==> src/rtl/operand_fetch_pkg.sv <==
// Shared types and constants for the operand fetch stage and its scoreboard.
package operand_fetch_pkg;

  localparam int unsigned XLEN = 64;
  localparam int unsigned NREG = 32;
  localparam int unsigned AW   = 5;

  typedef logic [AW-1:0]   reg_addr_t;
  typedef logic [XLEN-1:0] xword_t;

  typedef struct packed {
    xword_t    src1;
    xword_t    src2;
    reg_addr_t rd;
    logic      rd_wen;
  } issue_op_t;

  // x0 reads as zero; a same-cycle writeback to the source wins over the RF.
  function automatic xword_t select_operand(input reg_addr_t rs, input xword_t rf,
                                            input logic wbv, input reg_addr_t wba,
                                            input xword_t wbd);
    if (rs == '0)
      return '0;
    else if (wbv && wba == rs)
      return wbd;
    else
      return rf;
  endfunction

endpackage

==> src/rtl/operand_fetch_scoreboard.sv <==
// Busy-bit scoreboard of in-flight destinations with RAW/WAW hazard detection.
module operand_scoreboard
  import operand_fetch_pkg::*;
(
  input  logic      clock,
  input  logic      reset,
  input  logic      flush,
  input  logic      set_en,
  input  reg_addr_t set_addr,
  input  logic      clr_en,
  input  reg_addr_t clr_addr,
  input  reg_addr_t rs1,
  input  reg_addr_t rs2,
  input  reg_addr_t rd,
  input  logic      rd_wen,
  output logic      hazard
);

  logic [NREG-1:0] busy;
  logic [NREG-1:0] ebusy;
  logic [NREG-1:0] busy_nxt;
  logic            raw;
  logic            waw;

  // A writeback retiring this cycle already hides its busy bit from hazard checks.
  always_comb begin
    ebusy = '0;
    for (int unsigned k = 0; k < NREG; k++)
      ebusy[k] = busy[k] && !(clr_en && clr_addr == reg_addr_t'(k));
  end

  always_comb begin
    raw    = (rs1 != '0 && ebusy[rs1]) || (rs2 != '0 && ebusy[rs2]);
    waw    = rd_wen && rd != '0 && ebusy[rd];
    hazard = raw || waw;
  end

  // Clear first, then set, so a new producer of the same register keeps it busy.
  always_comb begin
    busy_nxt = busy;
    if (clr_en)
      busy_nxt[clr_addr] = 1'b0;
    if (set_en)
      busy_nxt[set_addr] = 1'b1;
    busy_nxt[0] = 1'b0;
  end

  always_ff @(posedge clock or posedge reset) begin
    if (reset)
      busy <= '0;
    else if (flush)
      busy <= '0;
    else
      busy <= busy_nxt;
  end

endmodule

==> src/rtl/operand_fetch.sv <==
// Operand fetch: RF read with writeback bypass, hazard stall, one registered output stage.
module operand_fetch
  import operand_fetch_pkg::*;
#(
  parameter int unsigned CNTW = 32
) (
  input  logic            clock,
  input  logic            reset,
  input  logic            in_valid,
  output logic            in_ready,
  input  logic [AW-1:0]   in_rs1,
  input  logic [AW-1:0]   in_rs2,
  input  logic [AW-1:0]   in_rd,
  input  logic            in_rd_wen,
  output logic [AW-1:0]   rf_rs1,
  output logic [AW-1:0]   rf_rs2,
  input  logic [XLEN-1:0] rf_src1,
  input  logic [XLEN-1:0] rf_src2,
  input  logic            wb_valid,
  input  logic [AW-1:0]   wb_addr,
  input  logic [XLEN-1:0] wb_data,
  output logic            out_valid,
  input  logic            out_ready,
  output logic [XLEN-1:0] out_src1,
  output logic [XLEN-1:0] out_src2,
  output logic [AW-1:0]   out_rd,
  output logic            out_rd_wen,
  input  logic            flush,
  output logic [CNTW-1:0] stall_cnt
);

  logic      hazard;
  logic      slot_free;
  logic      accept;
  issue_op_t next_op;
  issue_op_t held;

  assign rf_rs1 = in_rs1;
  assign rf_rs2 = in_rs2;

  operand_scoreboard u_sb (
    .clock    (clock),
    .reset    (reset),
    .flush    (flush),
    .set_en   (accept && in_rd_wen && in_rd != '0),
    .set_addr (in_rd),
    .clr_en   (wb_valid),
    .clr_addr (wb_addr),
    .rs1      (in_rs1),
    .rs2      (in_rs2),
    .rd       (in_rd),
    .rd_wen   (in_rd_wen),
    .hazard   (hazard)
  );

  always_comb begin
    slot_free = !out_valid || out_ready;
    in_ready  = slot_free && !hazard && !flush;
    accept    = in_valid && in_ready;
    next_op.src1   = select_operand(in_rs1, rf_src1, wb_valid, wb_addr, wb_data);
    next_op.src2   = select_operand(in_rs2, rf_src2, wb_valid, wb_addr, wb_data);
    next_op.rd     = in_rd;
    next_op.rd_wen = in_rd_wen;
  end

  always_ff @(posedge clock or posedge reset) begin
    if (reset) begin
      out_valid <= 1'b0;
      held      <= '0;
    end else if (flush) begin
      out_valid <= 1'b0;
    end else if (accept) begin
      out_valid <= 1'b1;
      held      <= next_op;
    end else if (out_ready) begin
      out_valid <= 1'b0;
    end
  end

  always_ff @(posedge clock or posedge reset) begin
    if (reset)
      stall_cnt <= '0;
    else if (in_valid && hazard && !flush)
      stall_cnt <= stall_cnt + CNTW'(1);
  end

  assign out_src1   = held.src1;
  assign out_src2   = held.src2;
  assign out_rd     = held.rd;
  assign out_rd_wen = held.rd_wen;

endmodule

==> config.mk <==
export PLATFORM = sky130hd
export DESIGN_NAME = operand_fetch
export DESIGN_NICKNAME = d
export VERILOG_FILES = /design/src/rtl/operand_fetch_pkg.sv /design/src/rtl/operand_fetch_scoreboard.sv /design/src/rtl/operand_fetch.sv
export SDC_FILE = /design/constraint.sdc
export NUM_CORES = 1
export LEC_CHECK = 0
export CAP_MARGIN = 20
export CORE_ASPECT_RATIO = 2
export CORE_MARGIN = 4
export CORE_UTILIZATION = 49
export DETAILED_ROUTE_END_ITERATION = 12
export GPL_TIMING_DRIVEN = 0
export PLACE_DENSITY = 0.87
export SLEW_MARGIN = 10
export SYNTH_ARGS = -nofsm -noshare
export SYNTH_HDL_FRONTEND = slang
export SYNTH_SLANG_ARGS = --single-unit
export TNS_END_PERCENT = 10
==> constraint.sdc <==
create_clock -name clock -period 24.4 [get_ports clock]
set_clock_uncertainty 0.15 [all_clocks]
set_input_delay 7.32 -clock clock [delete_from_list [all_inputs] [get_ports clock]]
set_output_delay 7.32 -clock clock [all_outputs]
set_load 0.01 [all_outputs]
==> impl_metrics.yaml <==
run_status:
  result_of_the_run: "finished clean"
critical_path:
  critPathKind: "primary input to primary output"
  critPathRequiredTime_ns: 16.93
  crit-reg2reg-launch: "u_sb.busy[22]"
  worstReg2RegEnd: "out_src2[37]"
  end_kind: "primary output"
  launching_element_type_of_the_critical_path: "primary input"
  worstSetupStartpoint: "in_rd[0]"
  rr_worst_depth: 9
  timing.reg2reg.setup_slack_ns: 20.78
  crit_fanout: 10
  critPathArrivalTime_ns: 11.03
flow_run:
  max-cap-violations: 0
synth:
  synth.yosys.warnings: 0
  yosysTopAreaCellShare_pct: 46.3
  yosys.cell_count.top_type: "sky130_fd_sc_hd__dfrtp_1"
  synth_flop_cell: "sky130_fd_sc_hd__dfrtp_1"
  async_flop_share_pct: 100
  synth_area_leaders: "sky130_fd_sc_hd__dfrtp_1 (46%), sky130_fd_sc_hd__mux2i_1 (13%), sky130_fd_sc_hd__o31ai_1 (9.0%)"
  synthCells: 1019
  netlist_area_um2: 10700
  synth_enable_flop_cells: 0
  area_leader_netlist: "sky130_fd_sc_hd__dfrtp_1"
  synth-seq-area-share_pct: 46.3
  synthesis.nets: 1239
  register_bit_total_from_synthesis: 198
  synthTopCellsByCount: "sky130_fd_sc_hd__dfrtp_1 (198), sky130_fd_sc_hd__nand2_1 (150), sky130_fd_sc_hd__mux2i_1 (136), sky130_fd_sc_hd__o31ai_1 (128), sky130_fd_sc_hd__clkbuf_1 (54)"
  synth_area_per_cell_um2: 10.5
  synthDistinctLibCells: 61
route:
  count_of_vias_placed_by_the_detailed_router: 10600
  avgViaCountPerCell: 6.16
  drc_errors: 0
  detailedRoute.firstIterationViolations: 913
  drt-wirelength-per-cell_um: 26.2
  postRouteAntennaNets: 0
  dr.pass1.iters: 6
  routed_wirelength_um: 45000
place:
  postPlaceCellArea_um2: 14900
  gp_congestion: 0.984
  io_buffer_count: 383
  dp_hpwl_um: 35800
clocking:
  ctsHtreeMaxLevel: 4
  clkTransAtPathRegs_ns: 0.08
  numCtsBuffers: 17
  clock_tree.root_cell: "sky130_fd_sc_hd__clkbuf_16"
  postCtsHoldBufs: 0
  clk_latency_ns: 0.44
  post_cts_buffers: 0
  clock_path_buffers: 2
  postCtsResizedCells: 0
  tritoncts_clock_tree: "done"
  tritoncts_num_sinks: 198
timing:
  relSlewSlack_pct: 42.6
  final-max-slew-violation-count: 0
  period_needed_ns: 18.50
  setup_repair_after_global_routing_missed_its_margin: "no"
  tightest_slew_ns: 0.862
  report.final.setup_viol: 0
  totalNegativeSetupSlack_ns: 0
  fin_crit_sh_pct: 75.8
  final_hold_viols: 0
  maximum_clock_frequency_ghz: 0.0540
floorplanning:
  die_height_um: 217
  floorplan.die_area_um2: 24400
  core-area_um2: 21500
  dieWidth_um: 113
  floorplan.initialDensity_pct: 49.8
  io-pin-count: 397
  fp-row-count: 76
hold_path:
  worstHoldStart: "out_src2[25]"
  worstHoldPathType: "flop to flop"
  hold_depth: 2
  min_to: "out_src2[25]"
final_layout:
  nNetsFinal: 1643
  finish.utilization_pct: 72.2
  area_growth_syn_to_layout_pct: 45.0
  design_area_final_um2: 15500
  post_route_cells_drive_above_1_share_pct: 8.57
global_routing:
  gr-usage-all-layers_pct: 36.2
  first_global_vias: 11100
  initial_antenna_violation_count: 14
  grt.overflow.total: 0
  grt_pass1_wl_um: 67300
  largest_net_degree_at_the_start_of_global_routing: 114
power_and_ir_drop:
  switching_power_mw: 0.348
  cellInternalPower_mw: 0.726
  power.density_nw_per_um2: 69.2
  clock_power_share_pct: 26.5
  power.share.sequential_pct: 40.5
  swShare_pct: 32.4
  vdd_ir_drop_max_mv: 0.0524
  power_leakage_nw: 6.24
  portion_of_total_power_attributed_to_combinational_logic_pct: 33.0
## cell families after synthesis
logic type | after synthesis | synth area share [%]
fa+ha+maj | 1 | 0.117
buf+inv | 119 | 5.11
flops | 198 | 46.3
mux | 155 | 16.1
compound gates | 238 | 16.0
simple gates | 266 | 13.0
xor+xnor | 42 | 3.44
## stage by stage
step / hold slack, ns / cells / worst slack [ns] / power (mW)
global placement: 0.308 / 1675 / 6.00 / 0.779
CTS: 0.328 / 1709 / 6.00 / 1.07
finish: 0.327 / 1718 / 5.90 / 1.07
detailed placement: 0.312 / 1677 / 6.04 / 0.791
global route: 0.354 / 1714 / 5.88 / 1.11
floorplan: 0.354 / 1019 / 7.39 / 0.564
## cell usage in the layout (no fill, tap or decap), drive strengths merged, types with 5 or more instances in the layout
| cell type | n |
|---|---|
| xor2 | 36 |
| mux2 | 6 |
| nor2b | 7 |
| o22ai | 34 |
| xnor2 | 6 |
| clkdlybuf4s50 | 383 |
| nand4 | 13 |
| and2 | 5 |
| clkbuf | 72 |
| mux2i | 136 |
| o21ai | 38 |
| buf | 48 |
| o31ai | 128 |
| nand3 | 15 |
| nand2b | 6 |
| o211ai | 10 |
| nand2 | 150 |
| nor4 | 16 |
| nor4b | 5 |
| o2111ai | 7 |
| nor2 | 16 |
| inv | 25 |
| nor3 | 11 |
| clkinv | 6 |
| dfrtp | 198 |
| and3 | 9 |
| diode | 9 |
| mux4 | 13 |
## sequential cells by signal, indices dropped and copies added, names as in the netlist
signal and cells:
out_src2 64, out_valid 1, out_rd 5, out_rd_wen 1, u_sb.busy 31, out_src1 64, stall_cnt 32
## worst max path at each step
| stage | to |
|---|---|
| 2_1_floorplan | in_ready |
| 3_3_place_gp | in_ready |
| 3_5_place_dp | in_ready |
| 4_1_cts | in_ready |
| 5_1_grt | in_ready |
| 6_report | in_ready |
## power by group through the flow
stage	logic [mW]	registers (mW)	clock network, mW
finish	0.354	0.434	0.285
global route	0.374	0.442	0.299
CTS	0.354	0.433	0.285
detailed placement	0.352	0.439	0
global placement	0.343	0.436	0
floorplan	0.101	0.464	0
## critical path, stage by stage
cell,delay (ns)
sky130_fd_sc_hd__clkdlybuf4s50_1,0.48
sky130_fd_sc_hd__clkbuf_1,0.48
sky130_fd_sc_hd__inv_1,0.38
sky130_fd_sc_hd__mux4_2,0.54
sky130_fd_sc_hd__a211oi_1,0.35
sky130_fd_sc_hd__o2111ai_1,0.24
sky130_fd_sc_hd__o211a_1,0.20
sky130_fd_sc_hd__buf_4,0.18
sky130_fd_sc_hd__buf_2,0.20
sky130_fd_sc_hd__and2_1,0.17
sky130_fd_sc_hd__clkdlybuf4s50_1,0.48
## cell type report
type / count / area (µm²)
inverter: 19 / 78.8
antenna: 9 / 22.5
clock inverter: 14 / 136
clock buffer: 18 / 439
tap: 273 / 342
fill: 1605 / 5960
timing repair buffer: 385 / 3870
multi-input combinational: 702 / 5210
buffer: 100 / 475
sequential: 198 / 4950
## per-layer routing
| metal | track usage (%) | part of all wire, % |
|---|---|---|
| met1 | 36.4 | 32 |
| met2 | 65.1 | 52 |
| met3 | 10.4 | 8.5 |
| met4 | 22.0 | 7.2 |
| met5 | 0 | 0.15 |
(Power assumes the default switching activity.)
